## config.mk

```make
export PLATFORM = sky130hd
export DESIGN_NAME = scrolling_background_layer
export DESIGN_NICKNAME = d
export VERILOG_FILES = /design/src/rtl/dino_render_pkg.sv /design/src/rtl/scroll_offset_counter.sv /design/src/rtl/scrolling_background_layer.sv
export SDC_FILE = /design/constraint.sdc
export NUM_CORES = 1
export LEC_CHECK = 0
export ABC_CLOCK_PERIOD_IN_PS = 1900
export CORE_MARGIN = 4
export CORE_UTILIZATION = 35
export DETAILED_ROUTE_END_ITERATION = 7
export PLACE_DENSITY = 0.85
export RECOVER_POWER = 100
export SYNTH_ARGS = -nofsm -noshare
export SYNTH_HDL_FRONTEND = slang
export SYNTH_HIERARCHICAL = 1
export SYNTH_SLANG_ARGS = --single-unit
export TNS_END_PERCENT = 30
```

## constraint.sdc

```tcl
create_clock -name clk -period 1.9 [get_ports clk]
set_clock_uncertainty 0.15 [all_clocks]
set_input_delay 0.38 -clock clk [delete_from_list [all_inputs] [get_ports clk]]
set_output_delay 0.38 -clock clk [all_outputs]
set_load 0.1 [all_outputs]
```

## src/rtl/dino_render_pkg.sv

```systemverilog
// rtl/dino_render_pkg.sv - shared constants and cloud bitmap for the dino background layers
package dino_render_pkg;

  localparam int HPOS_W_DEF    = 9;
  localparam int VPOS_W_DEF    = 9;
  localparam int LINE_VPOS_DEF = 180;

  // Cloud sprite, 8 rows x 16 columns; bit index = column within the cloud
  localparam logic [15:0] CLOUD_BITMAP [0:7] = '{
    16'h07E4,
    16'h1FF8,
    16'h3FFC,
    16'h7FFE,
    16'hFFFF,
    16'h7FFE,
    16'h1C38,
    16'h0000
  };

endpackage

```

## src/rtl/scroll_offset_counter.sv

```systemverilog
// rtl/scroll_offset_counter.sv - frame-tick driven scroll offset with optional half-rate stepping
module scroll_offset_counter #(
  parameter int   W      = 9,
  parameter int   STEP_W = 4,
  parameter bit   DIV2   = 1'b0
) (
  input  logic              clk,
  input  logic              rst,
  input  logic              tick,
  input  logic              enable,
  input  logic              restart,
  input  logic [STEP_W-1:0] step,
  output logic [W-1:0]      offset
);

  logic         toggle;
  logic [W-1:0] step_ext;

  assign step_ext = W'(step);

  // Offset only moves on a qualifying frame tick; restart zeroes it and wins over the tick
  always_ff @(posedge clk) begin
    if (rst || restart) begin
      offset <= '0;
      toggle <= 1'b0;
    end else if (tick && enable) begin
      toggle <= DIV2 ? ~toggle : 1'b0;
      if (!DIV2 || toggle) begin
        offset <= offset + step_ext;
      end
    end
  end

endmodule

```

## src/rtl/scrolling_background_layer.sv

```systemverilog
// rtl/scrolling_background_layer.sv - ground line, scrolling dash row and optional clouds (DINO_BG_CLOUDS_EN)
module scrolling_background_layer
  import dino_render_pkg::*;
#(
  parameter int HPOS_W            = HPOS_W_DEF,
  parameter int VPOS_W            = VPOS_W_DEF,
  parameter int LINE_VPOS         = LINE_VPOS_DEF,
  parameter int DASH_ROW_OFS      = 3,
  parameter int DASH_PERIOD_LOG2  = 4,
  parameter int DASH_LEN          = 6,
  parameter int SPEED_W           = 4,
  parameter int CLOUD_VPOS        = 40,
  parameter int CLOUD_PERIOD_LOG2 = 7
) (
  input  logic              clk,
  input  logic              rst,
  input  logic [HPOS_W-1:0] i_hpos,
  input  logic [VPOS_W-1:0] i_vpos,
  input  logic              i_frame_tick,
  input  logic              i_scroll_en,
  input  logic [SPEED_W-1:0] i_speed,
  input  logic              i_restart,
  output logic              o_color_background,
  output logic [HPOS_W-1:0] o_ground_offset
);

  logic [HPOS_W-1:0] ground_off;
  logic [HPOS_W-1:0] gx;
  logic              line_pix;
  logic              dash_pix;
  logic              cloud_pix;
  logic              unused_gx;

  scroll_offset_counter #(
    .W      (HPOS_W),
    .STEP_W (SPEED_W),
    .DIV2   (1'b0)
  ) u_ground_off (
    .clk     (clk),
    .rst     (rst),
    .tick    (i_frame_tick),
    .enable  (i_scroll_en),
    .restart (i_restart),
    .step    (i_speed),
    .offset  (ground_off)
  );

  assign o_ground_offset = ground_off;

  assign gx        = i_hpos + ground_off;
  assign unused_gx = ^gx[HPOS_W-1:DASH_PERIOD_LOG2];
  assign line_pix  = (i_vpos == VPOS_W'(LINE_VPOS));
  assign dash_pix  = (i_vpos == VPOS_W'(LINE_VPOS + DASH_ROW_OFS)) &&
                     (gx[DASH_PERIOD_LOG2-1:0] < DASH_PERIOD_LOG2'(DASH_LEN));

`ifdef DINO_BG_CLOUDS_EN
  logic [CLOUD_PERIOD_LOG2-1:0] cloud_off;
  logic [CLOUD_PERIOD_LOG2-1:0] cx;
  logic [VPOS_W-1:0]            vrel;
  logic                         unused_vrel;

  scroll_offset_counter #(
    .W      (CLOUD_PERIOD_LOG2),
    .STEP_W (1),
    .DIV2   (1'b1)
  ) u_cloud_off (
    .clk     (clk),
    .rst     (rst),
    .tick    (i_frame_tick),
    .enable  (i_scroll_en),
    .restart (i_restart),
    .step    (1'b1),
    .offset  (cloud_off)
  );

  assign cx          = i_hpos[CLOUD_PERIOD_LOG2-1:0] + cloud_off;
  assign vrel        = i_vpos - VPOS_W'(CLOUD_VPOS);
  assign unused_vrel = ^vrel[VPOS_W-1:3];
  assign cloud_pix   = (i_vpos >= VPOS_W'(CLOUD_VPOS)) &&
                       (i_vpos <  VPOS_W'(CLOUD_VPOS + 8)) &&
                       (cx < CLOUD_PERIOD_LOG2'(16)) &&
                       CLOUD_BITMAP[vrel[2:0]][cx[3:0]];
`else
  assign cloud_pix = 1'b0;
`endif

  // Register the composed pixel so the output lags the beam by exactly one clock
  always_ff @(posedge clk) begin
    if (rst) begin
      o_color_background <= 1'b0;
    end else begin
      o_color_background <= line_pix | dash_pix | cloud_pix;
    end
  end

endmodule

```

== After elaboration in Yosys (flattened, before gate mapping) ==
Index checks and enable logic that the tools add are counted.

* Add/subtract/negate cells: 2
* $lt $le $gt $ge: 1
* Equality and inequality tests: 2
* Bitwise logic cells: 1
* Reductions and logical operators: 3

{| class="wikitable"
|+ Operators by type and width
! operator !! number
|-
| 9-bit by 8-bit equality test with 1-bit output, second input constant || 2
|-
| 9-bit by 4-bit adder with 9-bit output || 1
|-
| 4-bit adder || 1
|-
| 4-bit by 3-bit < comparator with 1-bit output, second input constant || 1
|-
| 1-bit logical AND || 2
|-
| 1-bit logical OR || 1
|-
| 1-bit OR || 1
|}

* Register bits after elaboration: 10
* Input bits: 27
* Output and inout bits: 10
* Logic and storage cells: 11

== Logic depth before layout (Yosys ltp) ==
Gate-level depths: netlist (run 1).

* Word-level depth: 4
* Depth in mapped cells: 6
* Gate-level depth less buffers: 6

== By module ==
The synthesis (run 1) kept the hierarchy.

{| class="wikitable"
|+ By module, submodules not included
! module !! times used !! cells an instance !! area an instance (um2) !! seq. area each (um2)
|-
| scroll_offset_counter || 1 || 59 || 551.8 || 180.2
|-
| scrolling_background_layer || 1 || 18 || 171.4 || 20.0
|}

== Least setup slack after synthesis (run 1) ==
No wires, ideal clock.

* Path kind: register to register
* Start: reg u_ground_off.offset[1]
* End: reg u_ground_off.offset[7]
* Setup time: 0.121 ns
* Arrival: 2.310 ns
* Data required time: 1.629 ns
* Path slack: -0.681 ns
* Stages on the path, launching flop included: 6
* Path buffers: 0
* Clock period less this slack: 2.581 ns
* Path through: dfxtp_1 -> ha_1 -> a211oi_1 -> o21bai_1 -> and2b_2 -> mux2_4

* Cells in the longest elaborated chain, start to end: 1

{| class="wikitable"
|+ Ends and longest elaborated chain
! what !! line !! RTL
|-
| from (decl) || scroll_offset_counter.sv:13 || <nowiki>output logic [W-1:0] offset</nowiki>
|-
| from (signal assigned) || scroll_offset_counter.sv:29 || <nowiki>offset <= offset + step_ext;</nowiki>
|-
| 9-bit by 4-bit adder with 9-bit output || scroll_offset_counter.sv:29 ||
|}

No other way between the ends.
A chain may end at the register's enable or synchronous reset.

== Final worst setup path (run 1) ==
* Start: in i_speed[3]
* End: reg u_ground_off.offset[7]

* Cells in the longest elaborated chain, start to end: 1

{| class="wikitable"
|+ Ends and longest elaborated chain
! what !! line !! RTL
|-
| from (decl) || scrolling_background_layer.sv:21 || <nowiki>input logic [SPEED_W-1:0] i_speed,</nowiki>
|-
| 9-bit by 4-bit adder with 9-bit output || scroll_offset_counter.sv:29 ||
|}

No other way between the ends.

==> results.py, run 1 <==
metrics = {
    "status": {
        "status": "finished, final reports clean",
    },
    "layout": {
        "fill_cells": 183,
        "diodes": 0,
        "nets": 156,
        "syn_to_final_growth_pct": 67.3,
        "layout_commonest_cell": "clkdlybuf4s50_1",
        "instances_no_fill": 147,
        "drive_gt1_share_pct": 34.2,
        "finalInstanceArea_sq_um": 1210,
        "final_cell_mix": "clkdlybuf4s50_1, buf_4, nand2_1, clkbuf_2",
    },
    "placement": {
        "place_area_sq_um": 1280,
        "dp_hpwl_mm": 1.67,
        "gp_congestion": 0.786,
        "dp_cells": 143,
        "port_buffers": 31,
    },
    "power_and_ir_drop": {
        "cellInternalPower_mw": 0.363,
        "p_switching_mw": 0.140,
        "pwr-share-comb_pct": 28.5,
        "ir_drop_mv": 0.220,
        "power_switching_share_pct": 27.8,
        "clockPowerShare_pct": 29.2,
        "p_per_area_nw_per_um2": 415,
        "p_seq_share_pct": 42.4,
        "leakagePower_nw": 0.511,
    },
    "yosys": {
        "syn_avg_cell_area_sq_um": 9.39,
        "synth_fa_ha_area_share_pct": 15.9,
        "ys.flop_type": "dfxtp_1",
        "synth.cell_area_sq_um": 723,
        "syn-num-nets": 112,
        "syn_inst": 77,
        "synth_compound_area_share_pct": 20.8,
        "synth-xor-area-share_pct": 4.84,
        "synth-edff-count": 0,
        "ys_ff_latch": 10,
        "async_flop_share_pct": 0,
        "synth_warnings": 6,
        "synthSimpleGateAreaFrac_pct": 24.6,
        "synthMuxAreaShare_pct": 2.08,
        "yosysSeqAreaShare_pct": 27.7,
        "synth_top_family_by_area": "simple AND/OR/NAND/NOR gates",
        "synth_cell_type_count": 36,
    },
    "timing": {
        "fin_crit_sh_pct": 99.2,
        "slew_headroom_pct": 64.0,
        "setup-violations-final": 0,
        "slew_viol_final": 0,
        "tightest_slew_ps": 543,
        "final_hold_viol_count": 0,
        "rsz0062_at_grt": "false",
        "min_period_ps": 1880,
        "max_freq_mhz": 531,
    },
    "setup_path": {
        "worstSetupPathType": "primary input to flop",
        "critPathMaxFanout": 3,
        "r2r-start": "u_ground_off/offset[0]",
        "critical_path.endpoint_type": "flop",
        "crit_path_start_kind": "primary input",
        "required_ps": 1900,
        "worstPathArrival_ps": 1880,
        "crit_start": "i_speed[3]",
    },
    "floorplan": {
        "die_width_microns": 53.5,
        "die-area_sq_um": 2860,
        "fp.coreArea_sq_um": 1960,
        "die-height_microns": 53.5,
        "initial_core_util_pct": 36.9,
        "io_pins": 37,
        "rows": 16,
    },
    "worst_hold_path": {
        "hp-class": "flop to flop",
        "worstHoldStart": "u_ground_off/offset[0]",
    },
    "detailed_routing": {
        "ant_nets": 0,
        "dr.pass1.iters": 4,
        "drc": 0,
        "wl_per_cell_microns": 13.4,
        "vias": 760,
        "viasPerCell": 5.17,
        "drt_iter0_markers": 24,
        "drt_wl_total_mm": 1.98,
    },
    "cts": {
        "path_clk_slew_ps": 60,
        "htree_num_levels": 1,
        "clock_latency_ps": 260,
        "clk_path_buf_depth": 2,
        "numCtsBuffers": 3,
        "cts_tree": "done",
        "cts_hold_buf": 0,
        "cts_sinks": 10,
        "postCtsSetupBuffers": 0,
        "cts_root_buffer": "clkbuf_4",
    },
    "global_routing": {
        "grt_antenna_before_repair": 0,
        "grt_pass1_wl_mm": 2.88,
        "grt-ovfl-total": 0,
        "use_met2_pct": 25.1,
        "grt_max_degree": 8,
        "use_met3_pct": 3.38,
        "globalRouteMet1Util_pct": 15.0,
        "grt_pass1_vias": 713,
        "grt_usage_pct": 13.5,
        "busiest_layer": "met2",
    },
    "job": {
        "maxCapViolations": 0,
    },
}
==> final cells by class <==
class                      count  area, sq um  area share, %
tap                           27         33.8           2.79
sequential                    10          218           18.0
multi-input combinational     64          552           45.6
clock inverter                 1         3.75          0.310
clock buffer                   3         22.5           1.86
timing repair buffer          41          377           31.1
inverter                       1         3.75          0.310
==> cells by family (layout without fill, tap and decap cells) <==
group	count (synthesis)	after routing
AOI/OAI and AO/OA	23	23
xor gates and xnor gates	4	4
adders and majority gates	8	8
and+or+nand+nor	28	28
muxes	1	1
DFF	10	10
buffers and inverters	3	46
==> timing repair <==
| action | in CTS | in global routing |
|---|---|---|
| endpoints found under the setup margin | 4 | 3 |
| pin swaps | 6 | 4 |
| resized for setup | 6 | 3 |
==> cells in the mapped netlist, drive strengths merged (2+ instances only) <==
master / number / area [sq um]
a21oi: 7 / 38.8
or3: 2 / 12.5
dfxtp: 10 / 200
and2b: 2 / 16.3
fa: 2 / 40.0
nand2: 7 / 26.3
a21o: 2 / 15.0
nor2: 5 / 18.8
xor2: 2 / 17.5
xnor2: 2 / 17.5
a211oi: 3 / 22.5
ha: 6 / 75.1
o21ai: 5 / 25.0
nand3: 3 / 15.0
buf: 2 / 26.3
and2: 2 / 15.0
==> metal layers <==
layer / up-vias / wire length, microns
li1: 372 / -
met4: 0 / 11
met3: 4 / 189
met1: 340 / 765
met2: 44 / 1010
met5: - / 0
==> power by group through the flow <==
| stage | sequential [mW] | clock (mW) | combinational [mW] |
|---|---|---|---|
| detailed placement | 0.219 | 0 | 0.148 |
| floorplan | 0.234 | 0 | 0.0528 |
| finish | 0.213 | 0.146 | 0.143 |
| global placement | 0.219 | 0 | 0.142 |
| global route | 0.213 | 0.162 | 0.153 |
| CTS | 0.214 | 0.152 | 0.151 |
==> state kept, by name (all words and copies together), names as in the netlist <==
| name | cells |
|---|---|
| o_color_background | 1 |
| u_ground_off/offset | 9 |
==> worst max-delay path, cell delays in order <==
cell and delay, ps:
clkdlybuf4s50_1 400, ha_1 290, o21ai_1 90, o21bai_1 230
and2b_2 200, mux2_4 290
==> per-stage QoR <==
step / hold slack, ps / TNS [ps] / utilization [%] / setup slack [ps] / total power [mW]
after floorplan: 374 / 0 / - / 3.62 / 0.287
after CTS: 365 / -6.48 / 67.3 / -6.48 / 0.517
final: 355 / 0 / 61.7 / 15.4 / 0.502
after detailed placement: 353 / -2080 / 65.3 / -400 / 0.367
after global placement: 349 / -1800 / 65.3 / -354 / 0.360
after global routing: 384 / 0 / 61.7 / 13.0 / 0.528
==> final timing paths <==
check / end / slack, ps / cells after the start
setup reg to reg: u_ground_off/offset[8] / 100 / 6
hold reg to reg: u_ground_off/offset[0] / 350 / 2
setup / recovery: u_ground_off/offset[7] / 20 / 6
hold / removal: u_ground_off/offset[0] / 350 / 2
Power figures use the tool's default switching activity.
==> run 2, diff against run 1 <==
Settings changed: GPL_ROUTABILITY_DRIVEN from default to 0.
==> results of run 2 <==
Same layout as run 1: the final DEF is identical, and so are final timing and power.
